## src/rtl/mfp_uart_transmitter.sv

```systemverilog
// rtl/mfp_uart_transmitter.sv - 8N1 UART transmitter with byte FIFO and fixed baud divisor
module mfp_uart_transmitter #(
  parameter int DIVISOR = 434,
  parameter int FIFO_AW = 3
) (
  input  logic             HCLK,
  input  logic             HRESETn,
  input  logic [7:0]       tx_data,
  input  logic             tx_valid,
  output logic             tx_ready,
  output logic             uart_tx,
  output logic             busy,
  output logic [FIFO_AW:0] fifo_count
);

  localparam int DEPTH = 1 << FIFO_AW;
  localparam logic [FIFO_AW:0]   DEPTH_V     = (FIFO_AW + 1)'(DEPTH);
  localparam logic [FIFO_AW:0]   CNT_ONE     = (FIFO_AW + 1)'(1);
  localparam logic [FIFO_AW-1:0] PTR_ONE     = FIFO_AW'(1);
  localparam logic [15:0]        BAUD_RELOAD = 16'(DIVISOR - 1);

  localparam logic [1:0] ST_IDLE  = 2'd0;
  localparam logic [1:0] ST_START = 2'd1;
  localparam logic [1:0] ST_DATA  = 2'd2;
  localparam logic [1:0] ST_STOP  = 2'd3;

  logic [7:0]         mem [DEPTH];
  logic [FIFO_AW-1:0] wr_ptr;
  logic [FIFO_AW-1:0] rd_ptr;
  logic [FIFO_AW:0]   count;
  logic [1:0]         state;
  logic [15:0]        baud_cnt;
  logic [2:0]         bit_idx;
  logic [7:0]         shift_reg;
  logic               full;
  logic               empty;
  logic               push;
  logic               pop;
  logic               bit_end;

  assign full       = (count == DEPTH_V);
  assign empty      = (count == '0);
  assign push       = tx_valid && !full;
  assign bit_end    = (baud_cnt == '0);
  // The FSM pops either from idle or at the end of a stop bit so frames chain without a gap.
  assign pop        = !empty && ((state == ST_IDLE) || ((state == ST_STOP) && bit_end));
  assign tx_ready   = !full;
  assign fifo_count = count;

  always_ff @(posedge HCLK) begin
    if (push) begin
      mem[wr_ptr] <= tx_data;
    end
  end

  always_ff @(posedge HCLK) begin
    if (!HRESETn) begin
      wr_ptr <= '0;
      rd_ptr <= '0;
      count  <= '0;
    end else begin
      if (push) begin
        wr_ptr <= wr_ptr + PTR_ONE;
      end
      if (pop) begin
        rd_ptr <= rd_ptr + PTR_ONE;
      end
      case ({push, pop})
        2'b10:   count <= count + CNT_ONE;
        2'b01:   count <= count - CNT_ONE;
        default: count <= count;
      endcase
    end
  end

  always_ff @(posedge HCLK) begin
    if (!HRESETn) begin
      state     <= ST_IDLE;
      uart_tx   <= 1'b1;
      busy      <= 1'b0;
      baud_cnt  <= '0;
      bit_idx   <= '0;
      shift_reg <= '0;
    end else begin
      case (state)
        ST_IDLE: begin
          if (pop) begin
            shift_reg <= mem[rd_ptr];
            uart_tx   <= 1'b0;
            baud_cnt  <= BAUD_RELOAD;
            busy      <= 1'b1;
            state     <= ST_START;
          end
        end
        ST_START: begin
          if (bit_end) begin
            uart_tx  <= shift_reg[0];
            bit_idx  <= '0;
            baud_cnt <= BAUD_RELOAD;
            state    <= ST_DATA;
          end else begin
            baud_cnt <= baud_cnt - 16'd1;
          end
        end
        ST_DATA: begin
          if (bit_end) begin
            baud_cnt <= BAUD_RELOAD;
            if (bit_idx != 3'd7) begin
              shift_reg <= shift_reg >> 1;
              uart_tx   <= shift_reg[1];
              bit_idx   <= bit_idx + 3'd1;
            end else begin
              uart_tx <= 1'b1;
              state   <= ST_STOP;
            end
          end else begin
            baud_cnt <= baud_cnt - 16'd1;
          end
        end
        default: begin
          if (bit_end) begin
            if (pop) begin
              shift_reg <= mem[rd_ptr];
              uart_tx   <= 1'b0;
              baud_cnt  <= BAUD_RELOAD;
              state     <= ST_START;
            end else begin
              busy  <= 1'b0;
              state <= ST_IDLE;
            end
          end else begin
            baud_cnt <= baud_cnt - 16'd1;
          end
        end
      endcase
    end
  end

endmodule

```

## config.mk

```make
export PLATFORM = sky130hd
export DESIGN_NAME = mfp_uart_transmitter
export DESIGN_NICKNAME = d
export VERILOG_FILES = /design/src/rtl/mfp_uart_transmitter.sv
export SDC_FILE = /design/constraint.sdc
export NUM_CORES = 1
export LEC_CHECK = 0
export BUFFER_PORTS_ARGS = -buffer_cell sky130_fd_sc_hd__buf_2
export CORE_ASPECT_RATIO = 1.1
export CORE_MARGIN = 10
export CORE_UTILIZATION = 36
export CTS_BUF_LIST = sky130_fd_sc_hd__clkbuf_16
export DETAILED_ROUTE_END_ITERATION = 8
export PLACE_DENSITY = 0.56
export SYNTH_ARGS = -nofsm -noshare
export SYNTH_HDL_FRONTEND = slang
export SYNTH_SLANG_ARGS = --single-unit
```

## constraint.sdc

```tcl
create_clock -name HCLK -period 6.15 [get_ports HCLK]
set_input_delay 1.845 -clock HCLK [delete_from_list [all_inputs] [get_ports HCLK]]
set_output_delay 1.845 -clock HCLK [all_outputs]
set_load 0.02 [all_outputs]
```

[Word level (Yosys, flattened, before mapping)]
Memory sizes are Yosys's and may differ from the RTL's. A register that Yosys moved wholly into a read port is not among the register bits.
Index checks and enable logic that the tools add are counted.
Word-level totals
  memory bits (writable): 64
  output and inout port bits: 7
  flip-flop bits (word level): 41
  logic and storage cells: 84
  memories: 1
Operators by class
  bitwise operators: 2
  equal/unequal tests: 13
  reductions and logical operators: 18
  $add $sub $neg: 6
  multiplexer cells: 35
Memory list
  mem: depth 8, width 8, read ports 1, clocked after memory_dff 1, wr ports 1, RTL line 27  | logic [7:0] mem [DEPTH];
Operator list (count)
  2-to-1 mux 16 bit: 3
  2-to-1 mux 8 bit: 4
  case mux 16 bit (2 select lines): 1
  case mux 8 bit (3 select lines): 1
  zero test 16 bit: 1
  subtractor 16 x 1 -> 16 bit (second input constant): 1
  2-to-1 mux 3 bit: 5
  AND reduction 4 bit: 3
  2-to-1 mux 1 bit: 11
  2-to-1 mux 2 bit: 5
  != test 2 bit (second input constant): 5
  adder 3 x 1 -> 3 bit (second input constant): 3
  case mux 4 bit (2 select lines): 1
  == test 2 bit (second input constant): 3
  case mux 2 bit (3 select lines): 1
  case mux 3 bit (2 select lines): 1
  nonzero test 2 bit: 3
  AND reduction 5 bit: 1
  adder 4 x 1 -> 4 bit (second input constant): 1
  == test 2 x 1 -> 1 bit (second input constant): 2
  == test 4 bit (second input constant): 1
  zero test 4 bit: 1
  subtractor 4 x 1 -> 4 bit (second input constant): 1
  logical AND 1 bit: 3
  10 further kinds: 12

[Logic depth before layout (Yosys ltp)]
  word-level depth: 7
  depth in mapped cells: 14
  mapped depth without buffers: 13

[Worst setup path before layout]
Ideal clock, no wire load.
  kind: input-to-reg
  start point: input tx_valid
  end point: memory mem[0][0], enable pin
  path buffers: 0
  data arrival time: 2.872 ns
  path slack: 2.895 ns
  stages: 3
  required time: 5.767 ns
  cells stage by stage: nand2_1 > or2_2 > nor3_1
On the way
  word-level cells in the longest chain between the ends: 3
Ends and longest elaborated chain
  from (decl): RTL line 9  | input logic tx_valid,
  logical AND 1 bit: RTL line 43  | assign push = tx_valid && !full;
  2-to-1 mux 1 bit: RTL line 51  | if (push) begin
  2-to-1 mux 1 bit (implied by the code): RTL line 52  | mem[wr_ptr] <= tx_data;
  to (decl): RTL line 27
Every way passes these cells.

[Worst setup path in the final report]
  start point: register baud_cnt[0]
  end point: register count[2] (netlist: fifo_count[2])
On the way
  word-level cells in the longest chain between the ends: 6
  elaborated cells between the ends (all ways): 8
  those cells by class: eq/ne (2); mux (1); reduce/logical (5)
Ends and longest elaborated chain
  from (decl): RTL line 32  | logic [15:0] baud_cnt;
  from (signal assigned): RTL line 102  | baud_cnt <= baud_cnt - 16'd1;
  from (signal assigned): RTL line 117  | baud_cnt <= baud_cnt - 16'd1;
  from (signal assigned): RTL line 132  | baud_cnt <= baud_cnt - 16'd1;
  zero test 16 bit *: RTL line 44  | assign bit_end = (baud_cnt == '0);
  logical AND 1 bit *: RTL line 46  | assign pop = !empty && ((state == ST_IDLE) || ((state == ST_STOP) && bit_end));
  logical OR 1 bit *: RTL line 46
  logical AND 1 bit *: RTL line 46
  via pop: RTL line 38  | logic pop;
  == test 2 x 1 -> 1 bit / == test 2 bit (equally long branches): RTL line 68  | case ({push, pop})
  case mux 4 bit (2 select lines) / nonzero test 2 bit (equally long branches)
  to (signal assigned): RTL line 69  | 2'b10: count <= count + CNT_ONE;
  to (signal assigned): RTL line 70  | 2'b01: count <= count - CNT_ONE;
  to (signal assigned): RTL line 71  | default: count <= count;
  to (decl): RTL line 30  | logic [FIFO_AW:0] count;
The timed path passes the listed nets; every way through them passes the cells marked *.
A chain may end at the register's enable or synchronous reset.

==> summary.txt <==
Routing
  – Vias post-DR: 3130
  – Detailed Route WL: 9530 um
  – Remaining DRCs: 0
  – Initial drt markers: 223
  – DR vias/cell: 5.18
  – Pre-antenna DRT Iters: 4
  – WL/cell: 15.8 um
  – Final antenna-violating net count: 0

Timing
  – WHS: 0.461 ns
  – Final Setup Violations: 0
  – Actual slew at the worst max-slew pin: 1.17 ns
  – Worst Skew: 0.00870 ns
  – Peak Freq: 0.289 GHz
  – Fin crit share: 0.562
  – Setup TNS: 0 ns
  – Slew Viols, Final: 0
  – RSZ-0062 raised after global routing: false
  – Final hold violation count: 0
  – Max_slew headroom: 0.212
  – Fin crit period: 3.46 ns

CTS
  – Hold_buf cts: 0
  – Cts repair resizes: 0
  – Later-pin clock latency in the skew report: 0.35 ns
  – CTS H-Tree Depth: 3
  – Clk buf depth: 2
  – Num CTS Buffers: 9
  – CTS tree: done
  – Sink Count: 108
  – Clock-pin slew on the worst setup and hold paths: 0.07 ns
  – CTS root buffer: clkbuf_16
  – Setup repair bufs after CTS: 0

Layout
  – Max reg flops: 64
  – Share of layout cells above drive strength 1: 0.145
  – P&R area growth vs syn: 10.9%
  – Register Area: 2800 um^2
  – Fillers: 1303
  – Antenna Diode Count: 0
  – Multi-input gate area: 2000 um^2
  – Nets: 438
  – Final Cell Area: 5470 um^2

Critical path
  – Worst EP arrival: 3.73 ns
  – CP Class: flip-flop to flip-flop
  – Crit path max-delay family: simple AND/OR/NAND/NOR gates
  – CP Capture Type: flip-flop
  – Worst R2R Setup Slack: 2.69 ns
  – Crit-path most repeated cell: ha_1
  – Crit-path slowest cell: and4_1
  – Crit path largest cell delay: 0.71 ns
  – WP data required: 6.43 ns
  – Startpoint types: flip-flop
  – Chain of cells forming the critical path: inv_1, ha_1, nor4b_4, and4_1, o21ai_1, inv_1, ha_1, xor2_1, ha_1, a21oi_1, xor2_1, or3_1, a21boi_0
  – CP max FO: 17
  – Bufs and invs on worst path: 2

Logic synthesis
  – Synth Cell Area: 4930 um^2
  – EDFF count, synth: 64
  – Post-synth top area share: 0.389
  – Most used DFF post-synth: edfxtp_1
  – Gate Count Post-Synth: 406
  – Yosys top cell by area: edfxtp_1
  – Flops & latches, synth: 108
  – Synth Warn #: 0
  – Distinct cells, synth: 56
  – Post-synth net total: 429
  – Top post-synthesis cells by area: edfxtp_1 39%, dfxtp_1 18%, mux4_2 7.3%
  – Asr flop ratio synth: 0
  – Avg Inst Size Synth: 12.2 um^2
  – Sequential share of the synthesized area: 0.568

Global routing
  – Antenna violations before repair: 0
  – Met2 Track Usage GR: 0.181
  – Overflow after GRT: 0
  – Largest net degree at the start of global routing: 53
  – Gr busiest metal: met2
  – Met3 usage: 0.0298
  – Overall Global Routing Usage: 0.104
  – Met1 GRT Util: 0.120
  – First-pass GRT wire length: 15800 um
  – Vias in the first global route: 3121

Floorplanning
  – Rows: 44
  – Starting Density: 0.370
  – # IOs: 18
  – Die W: 132 um
  – Die H: 143 um
  – Die ar.: 18800 um^2
  – Core Box Area: 13300 um^2

Worst hold path
  – Worst min path class: flip-flop to flip-flop

Status
  – Status: completed

Flow run
  – Max Cap Viol: 0

Placement
  – Post-DP HPWL: 6520 um
  – Final GP Congestion: 0.790
  – PortBufs: 17
  – Post-DP Area: 5160 um^2

Power
  – Total power: 2.77 mW
  – Leak: 1.87 nW
  – Power per cell area: 507 nW/um^2
  – VDD IR-drop max: 0.240 mV
-- through the flow --
| step | std cells | setup slack [ns] | util |
|---|---|---|---|
| after CTS | 604 | 2.69 | 0.411 |
| after global routing | 604 | 2.36 | 0.411 |
| after detailed placement | 588 | 2.35 | 0.388 |
| after global placement | 588 | 2.45 | 0.388 |
| after floorplan | 406 | 2.89 | - |
| final | 604 | 2.69 | 0.411 |
-- per-layer routing --
| layer | share of wire | up-vias |
|---|---|---|
| met5 | 0 | - |
| li1 | - | 1538 |
| met1 | 0.46 | 1545 |
| met2 | 0.50 | 37 |
| met3 | 0.025 | 10 |
| met4 | 0.015 | 0 |
-- cells by family after synthesis --
logic type | after synthesis | share of synthesized area
buffers and inverters | 32 | 0.0274
xor gates and xnor gates | 9 | 0.0160
AOI/OAI and AO/OA | 85 | 0.112
and+or+nand+nor | 131 | 0.146
DFF | 108 | 0.568
adders and majority gates | 12 | 0.0304
muxes | 29 | 0.0999
-- report_power, final --
group	leakage [nW]	internal, mW	switching [mW]
combinational	0.779	0.485	0.673
clock	0.152	0.323	0.276
sequential	0.941	0.883	0.134
total	1.87	1.69	1.08
-- synth_stat cells, types with 2 or more instances --
library cell  instances
and2_1                6
a21oi_1              25
nor4_1                4
clkbuf_1             11
nand2b_1              7
o211ai_1              5
nand3b_1              4
or4_1                 2
ha_1                 12
nand3_1              11
a21boi_1              2
nand4b_1              2
a21boi_0              8
o22ai_1               7
a22o_1                2
buf_4                 2
xnor2_1               5
nor2b_1               6
o21ai_0              21
mux2_2                2
buf_2                 6
xor2_1                4
nor2_1               20
mux4_2               16
nand2_1              40
nor4_4                2
nor3_1               12
edfxtp_1             64
or2_2                 3
mux2i_1              11
o21a_1                2
dfxtp_1              44
inv_1                13
or3_1                 3
-- path summary, 6_finish.rpt --
check                   to  cells after the start    startpoint
max reg2reg  fifo_count[2]                     13   baud_cnt[0]
min           shift_reg[3]                      2  shift_reg[3]
min reg2reg   shift_reg[3]                      2  shift_reg[3]
max          fifo_count[2]                     13   baud_cnt[0]
-- worst register-to-register path: stages, from the launching register on --
cell and delay, ns:
dfxtp_1 0.35, inv_1 0.09, ha_1 0.21, nor4b_4 0.35, and4_1 0.71, o21ai_1 0.28
inv_1 0.14, ha_1 0.24, xor2_1 0.17, ha_1 0.17, a21oi_1 0.05, xor2_1 0.16
or3_1 0.30, a21boi_0 0.17
-- final cells by class --
type | count | area share
repair buffers | 17 | 0.0156
clock buffers | 9 | 0.0412
clock inverters | 7 | 0.0149
inverters | 13 | 0.00892
well taps | 184 | 0.0421
flip-flops and latches | 108 | 0.512
multi-input cells | 266 | 0.365
-- layout by cell type (no fill, tap or decap), drive strengths merged, types with 2 or more instances in the layout --
cell / n
a21boi: 10
o211ai: 5
ha: 12
dfxtp: 44
and2: 6
or4: 2
nor2: 20
nor4b: 2
nand4b: 2
o21a: 2
mux4: 16
nand3b: 4
nor3: 13
a22o: 2
nand2b: 7
mux2i: 11
or2: 3
nor2b: 6
xnor2: 5
nand4: 2
nand2: 40
o21ai: 22
clkbuf: 9
edfxtp: 64
inv: 18
a21oi: 25
mux2: 2
nand3: 11
xor2: 4
o22ai: 8
buf: 17
nor4: 6
or3: 3
(Power assumes the default switching activity.)
